File: src/rtl/multi_pio.sv
// rtl/multi_pio.sv - debounced multi-channel PIO with edge capture, irq and register port
module multi_pio #(
   parameter int WIDTH           = 8,
   parameter int DEBOUNCE_CYCLES = 16,
   parameter int EDGE_MODE       = 0
) (
   input  logic             clk_clk,
   input  logic             reset_reset,
   input  logic [2:0]       avs_address,
   input  logic             avs_read,
   input  logic             avs_write,
   input  logic [31:0]      avs_writedata,
   output logic [31:0]      avs_readdata,
   output logic             avs_readdatavalid,
   input  logic [WIDTH-1:0] pio_in,
   output logic [WIDTH-1:0] pio_out,
   output logic             irq
);

   localparam logic [15:0] LP_CNT_MAX = 16'(DEBOUNCE_CYCLES - 1);

   logic [WIDTH-1:0] r_sync1;
   logic [WIDTH-1:0] r_sync2;
   logic [WIDTH-1:0] r_deb;
   logic [WIDTH-1:0] r_prev;
   logic [WIDTH-1:0] r_edge;
   logic [WIDTH-1:0] r_mask;
   logic [WIDTH-1:0] r_out;
   logic [15:0]      r_cnt [WIDTH];
   logic [31:0]      r_rdata;
   logic             r_rvalid;
   logic             r_irq;

   logic [WIDTH-1:0] w_wr_data;
   logic [WIDTH-1:0] w_clr;
   logic [WIDTH-1:0] w_edge_det;
   logic [31:0]      w_rd_mux;
   logic             w_unused;

   assign w_wr_data = avs_writedata[WIDTH-1:0];
   assign w_unused  = ^avs_writedata;
   assign w_clr     = (avs_write && avs_address == 3'd3) ? w_wr_data : '0;

   always_comb begin
      w_edge_det = '0;
      case (EDGE_MODE)
         0:       w_edge_det = r_deb & ~r_prev;
         1:       w_edge_det = ~r_deb & r_prev;
         default: w_edge_det = (r_deb & ~r_prev) | (~r_deb & r_prev);
      endcase
   end

   // Read mux samples register state before any same-cycle write lands.
   always_comb begin
      w_rd_mux = '0;
      case (avs_address)
         3'd0:    w_rd_mux = 32'(r_deb);
         3'd1:    w_rd_mux = 32'(r_out);
         3'd2:    w_rd_mux = 32'(r_mask);
         3'd3:    w_rd_mux = 32'(r_edge);
         3'd6:    w_rd_mux = 32'(r_sync2);
         default: w_rd_mux = '0;
      endcase
   end

   always_ff @(posedge clk_clk) begin
      if (reset_reset) begin
         r_sync1  <= '0;
         r_sync2  <= '0;
         r_deb    <= '0;
         r_prev   <= '0;
         r_edge   <= '0;
         r_mask   <= '0;
         r_out    <= '0;
         r_rdata  <= '0;
         r_rvalid <= 1'b0;
         r_irq    <= 1'b0;
         for (int i = 0; i < WIDTH; i++) begin
            r_cnt[i] <= '0;
         end
      end else begin
         r_sync1 <= pio_in;
         r_sync2 <= r_sync1;
         for (int i = 0; i < WIDTH; i++) begin
            if (r_sync2[i] == r_deb[i]) begin
               r_cnt[i] <= '0;
            end else if (r_cnt[i] == LP_CNT_MAX) begin
               r_deb[i] <= r_sync2[i];
               r_cnt[i] <= '0;
            end else begin
               r_cnt[i] <= r_cnt[i] + 16'd1;
            end
         end
         r_prev <= r_deb;
         // A fresh edge is OR-ed in after the clear, so it survives a same-cycle W1C.
         r_edge <= (r_edge & ~w_clr) | w_edge_det;
         r_irq  <= |(r_edge & r_mask);
         if (avs_write) begin
            case (avs_address)
               3'd1:    r_out  <= w_wr_data;
               3'd2:    r_mask <= w_wr_data;
               3'd4:    r_out  <= r_out | w_wr_data;
               3'd5:    r_out  <= r_out & ~w_wr_data;
               default: ;
            endcase
         end
         r_rvalid <= avs_read;
         r_rdata  <= avs_read ? w_rd_mux : '0;
      end
   end

   assign avs_readdata      = r_rdata;
   assign avs_readdatavalid = r_rvalid;
   assign pio_out           = r_out;
   assign irq               = r_irq;

endmodule
File: config.mk
export PLATFORM = sky130hd
export DESIGN_NAME = multi_pio
export DESIGN_NICKNAME = d
export VERILOG_FILES = /design/src/rtl/multi_pio.sv
export SDC_FILE = /design/constraint.sdc
export NUM_CORES = 1
export LEC_CHECK = 0
export ABC_AREA = 1
export BUFFER_PORTS_ARGS = -buffer_cell sky130_fd_sc_hd__buf_2
export CAP_MARGIN = 5
export CORE_MARGIN = 2
export CORE_UTILIZATION = 55
export DETAILED_ROUTE_END_ITERATION = 10
export PLACE_DENSITY = 0.74
export SLEW_MARGIN = 40
export SYNTH_ARGS = -nofsm -noshare
export SYNTH_HDL_FRONTEND = slang
export SYNTH_SLANG_ARGS = --single-unit
File: constraint.sdc
create_clock -name clk_clk -period 2.08 [get_ports clk_clk]
set_input_delay 0.416 -clock clk_clk [delete_from_list [all_inputs] [get_ports clk_clk]]
set_output_delay 0.416 -clock clk_clk [all_outputs]
set_load 0.05 [all_outputs]
==> results.rst <==
.. list-table::
   :header-rows: 1

   * - Metric
     - Value
   * - Min Tclk post-route
     - between 1.5 and 2 ns
   * - Highest cell delay on the worst timing path
     - ~0.4 ns
   * - Aggregate global-route resource usage
     - 21.8%
   * - Largest delay share family, worst path
     - simple AND/OR/NAND/NOR gates
   * - Register-to-Register Path Depth
     - 7
   * - Setup repair after global routing missed its margin
     - no
   * - Buffers added on ports
     - 40
   * - Antenna viol nets, final
     - 0
   * - Worst setup path class
     - flip-flop to flip-flop
   * - Top cell type by total area after synthesis
     - sky130_fd_sc_hd__edfxtp_1
   * - FF+latch count, synth
     - ~190
   * - Main combinational cell family by area after synthesis
     - simple AND/OR/NAND/NOR gates
   * - Clock network latency to the later pin of the worst-skew pair
     - 0.44 ns
   * - Iteration-0 DRC count of the detailed router
     - roughly 430
   * - Initial antenna violation count
     - 1
   * - Relative slew slack
     - between 50% and 60%
   * - Number of flops mapped to enable cells by yosys
     - between 100 and 150
   * - Reg-to-reg critical path startpoint
     - r_cnt[1][16]
   * - Final worst-path setup slack
     - ~0.29 ns
   * - Routed wire length
     - ~22000 µm
   * - Number of buffers added to fix hold violations after cts
     - 0
   * - Clock tree from TritonCTS
     - built
   * - Starting Density
     - 56.6%
   * - Drt wl/cell
     - approximately 11 µm
   * - GRT Residual Overflow
     - 0
   * - Class of the tightest hold or removal check
     - input port to flip-flop
   * - Crit-path slowest cell
     - sky130_fd_sc_hd__edfxtp_1
   * - Maximum ir drop on the vdd rail
     - approximately 0.0006 V
   * - HPWL after detailed placement
     - ~16000 µm
   * - Final period util
     - 86.3%
   * - Endpoints failing setup
     - 0
   * - Final Hold Viols
     - 0
   * - Static leakage power
     - ~5.5 nW
   * - Synthesized instance count
     - about 1400
   * - Source of the critical timing path
     - r_cnt[1][16]
   * - Outcome
     - completed
   * - Fraction of layout instances using a drive strength above 1
     - roughly 5.8%
   * - Actual transition at the worst max-transition pin
     - about 0.65 ns
   * - Sum of buffers and inverters on the critical path
     - 1
   * - Area fraction in compound gates after synthesis
     - roughly 5.4%
   * - Max capacitance violation total
     - 0
   * - Area enclosed by the die boundary
     - around 21000 µm²
   * - Setup slack at placement
     - 0.248 ns
   * - Power density cells
     - between 600 and 700 nW/µm²
   * - Share of synthesized flip-flops with an asynchronous set or reset
     - 0%
   * - Vias post-DR
     - 9025
   * - Die Height
     - roughly 140 µm
   * - Synth cell types
     - 26
   * - Sequential share of the synthesized area
     - about half
   * - Clk slew on worst S/H paths
     - 0.07 ns
   * - Last weighted congestion value of the routability-driven placer
     - 0.869
   * - Core Rows
     - 50
   * - Clock sink count
     - around 190
   * - Final worst clock skew
     - 0.00912 ns
   * - Fin cells
     - 1901
   * - Hold path cells
     - 3
   * - Cell count after placement
     - 1867
   * - Final Max Slew Viols
     - 0
   * - Cell chain of the critical path
     - ha_1, nand4_1, nor2_1, nand2_1, nand2_1, buf_4, nor2_1
   * - Drt first pass iters
     - 4
   * - Primary flip-flop cell chosen by synthesis mapping
     - sky130_fd_sc_hd__edfxtp_1
   * - Hold Crit Start
     - pio_in[3]
   * - Area share of fa/ha/maj cells after synthesis
     - 0.936%
   * - Buffer depth of the longest clock path
     - 2
   * - CTS root buf
     - sky130_fd_sc_hd__clkbuf_16
   * - Number of DRC violations after detailed routing
     - 0
   * - Worst Setup End Kind
     - flip-flop
   * - Post-synthesis share of cell area spent on xor and xnor gates
     - just under 4%
   * - Horizontal die dimension
     - roughly 140 µm
   * - Post-synthesis share of cell area spent on and, or, nand and nor gates
     - around a third
   * - Clock buffer count from CTS
     - 17
   * - Maximum fanout along the worst path
     - 14
   * - Number of setup buffers added after CTS
     - 0
   * - Data required time of the critical path
     - around 2.3 ns
   * - Vias in the first global route
     - 8311
   * - Top-area cell type share of the netlist area
     - ~36%
   * - Per-cell via count in the routed design
     - ~4.7
   * - Pin count of the biggest net entering global routing
     - 42
   * - Avg Cell Area, Syn
     - between 7 and 8 µm²
   * - Most area-consuming cells after synthesis
     - sky130_fd_sc_hd__edfxtp_1 36%, sky130_fd_sc_hd__nand2_1 13%, sky130_fd_sc_hd__dfxtp_1 12%, sky130_fd_sc_hd__nor2_1 11%, sky130_fd_sc_hd__inv_1 7.4%
   * - Fraction of synthesized area in multiplexers
     - 0%
   * - Global-route wire length before repair
     - 36300 µm
   * - Number of levels the H-tree was split into
     - 4
   * - Highest Clock Rate
     - about 0.56 GHz
   * - Final #Nets
     - ~1700
   * - Standard cell core area
     - 18900 µm²
   * - I/O pins
     - between 80 and 90
   * - CP Launch Type
     - flip-flop
   * - Worst EP arrival
     - 1.98 ns
   * - Setup TNS
     - 0 ns
   * - Total stage count of the critical path
     - 7
   * - Synth warn
     - 0
   * - Post-synth design cell area
     - 10700 µm²
   * - Synth-to-layout area growth
     - 14.9%
   * - Cells resized by post-CTS repair
     - 0
   * - Number of fill cells
     - approximately 1700
## cells in the final DEF (no fill, tap or decap)
master,n
sky130_fd_sc_hd__a21boi_0,1
sky130_fd_sc_hd__a21oi_1,78
sky130_fd_sc_hd__a22o_1,1
sky130_fd_sc_hd__buf_2,40
sky130_fd_sc_hd__buf_4,20
sky130_fd_sc_hd__bufinv_16,1
sky130_fd_sc_hd__clkbuf_1,1
sky130_fd_sc_hd__clkbuf_16,20
sky130_fd_sc_hd__clkbuf_2,1
sky130_fd_sc_hd__clkbuf_8,3
sky130_fd_sc_hd__clkinv_2,4
sky130_fd_sc_hd__clkinv_4,1
sky130_fd_sc_hd__clkinvlp_4,1
sky130_fd_sc_hd__conb_1,152
sky130_fd_sc_hd__dfxtp_1,66
sky130_fd_sc_hd__diode_2,2
sky130_fd_sc_hd__edfxtp_1,128
sky130_fd_sc_hd__ha_1,8
sky130_fd_sc_hd__inv_1,212
sky130_fd_sc_hd__nand2_1,362
sky130_fd_sc_hd__nand3_1,100
sky130_fd_sc_hd__nand3_2,1
sky130_fd_sc_hd__nand3b_1,2
sky130_fd_sc_hd__nand4_1,51
sky130_fd_sc_hd__nor2_1,302
sky130_fd_sc_hd__nor3_1,1
sky130_fd_sc_hd__o21ai_0,24
sky130_fd_sc_hd__o21ai_2,1
sky130_fd_sc_hd__o21bai_1,2
sky130_fd_sc_hd__o22ai_1,5
sky130_fd_sc_hd__or2_2,2
sky130_fd_sc_hd__xnor2_1,21
sky130_fd_sc_hd__xor2_1,27
## per-stage QoR
step,cell area [µm²],hold slack [ns],power (mW),util (%)
floorplan,11300,0.388,4.93,-
global placement,11700,0.391,5.04,61.7
detailed placement,11700,0.396,5.06,61.7
CTS,12300,0.178,8.40,65.0
global route,12300,0.191,8.64,65.0
finish,12300,0.187,8.35,65.0
## cells by family after synthesis
group                      after synthesis
AOI/OAI and AO/OA                      112
buffers and inverters                  255
and+or+nand+nor                        821
adders and majority gates                8
DFF                                    194
xor gates and xnor gates                48
other                                    2
## final timing paths
kind | endpoint | slack, ns
worst max-delay path | r_cnt[1][27] | 0.29
worst min-delay path | r_sync1[3] | 0.19
worst max register to register | r_cnt[1][27] | 0.29
worst min register to register | r_sync2[7] | 0.41
## routing by layer
layer	GRT usage [%]	share of wire, %	vias up
met3	3.90	3.9	30
li1	-	-	4787
met2	37.9	48	129
met1	27.8	47	4079
met4	6.66	1.5	0
met5	0	0	-
## area by class of cell
type	instances	area (µm²)	share of cell area, %
Sequential cell	194	5160	42.0
Multi-Input combinational cell	1141	5030	40.9
Inverter	212	796	6.48
Clock buffer	25	551	4.48
Timing Repair Buffer	60	350	2.85
Tap cell	260	325	2.65
Clock inverter	7	66.3	0.540
Antenna cell	2	5.00	0.0407
## synth_stat cells (all sizes together), types with 21 or more instances
master,number
a21oi,78
buf,37
dfxtp,66
edfxtp,128
inv,212
nand2,362
nand3,101
nand4,51
nor2,302
o21ai,25
xnor2,21
xor2,27
## flip-flops by register name, summed over array words and instances (netlist names)
signal and count:
pio_out 8, r_sync1 8, r_prev 8, r_deb 8, r_cnt 128, avs_readdata 8
avs_readdatavalid 1, r_sync2 8, r_mask 8, r_edge 8, irq 1
## worst min-delay path: cells and delay by family
family / cells / cell delay (ns)
and+or+nand+nor: 1 / 0.03
buffers and inverters: 2 / 0.14
## power breakdown
part | switching [mW] | leakage [nW] | internal (mW) | total [mW]
registers | 0.132 | 1.86 | 4.24 | 4.37
logic | 0.446 | 3.35 | 0.164 | 0.610
clock network | 1.40 | 0.307 | 1.96 | 3.36
Note: power is estimated with default switching activity, not from simulation.
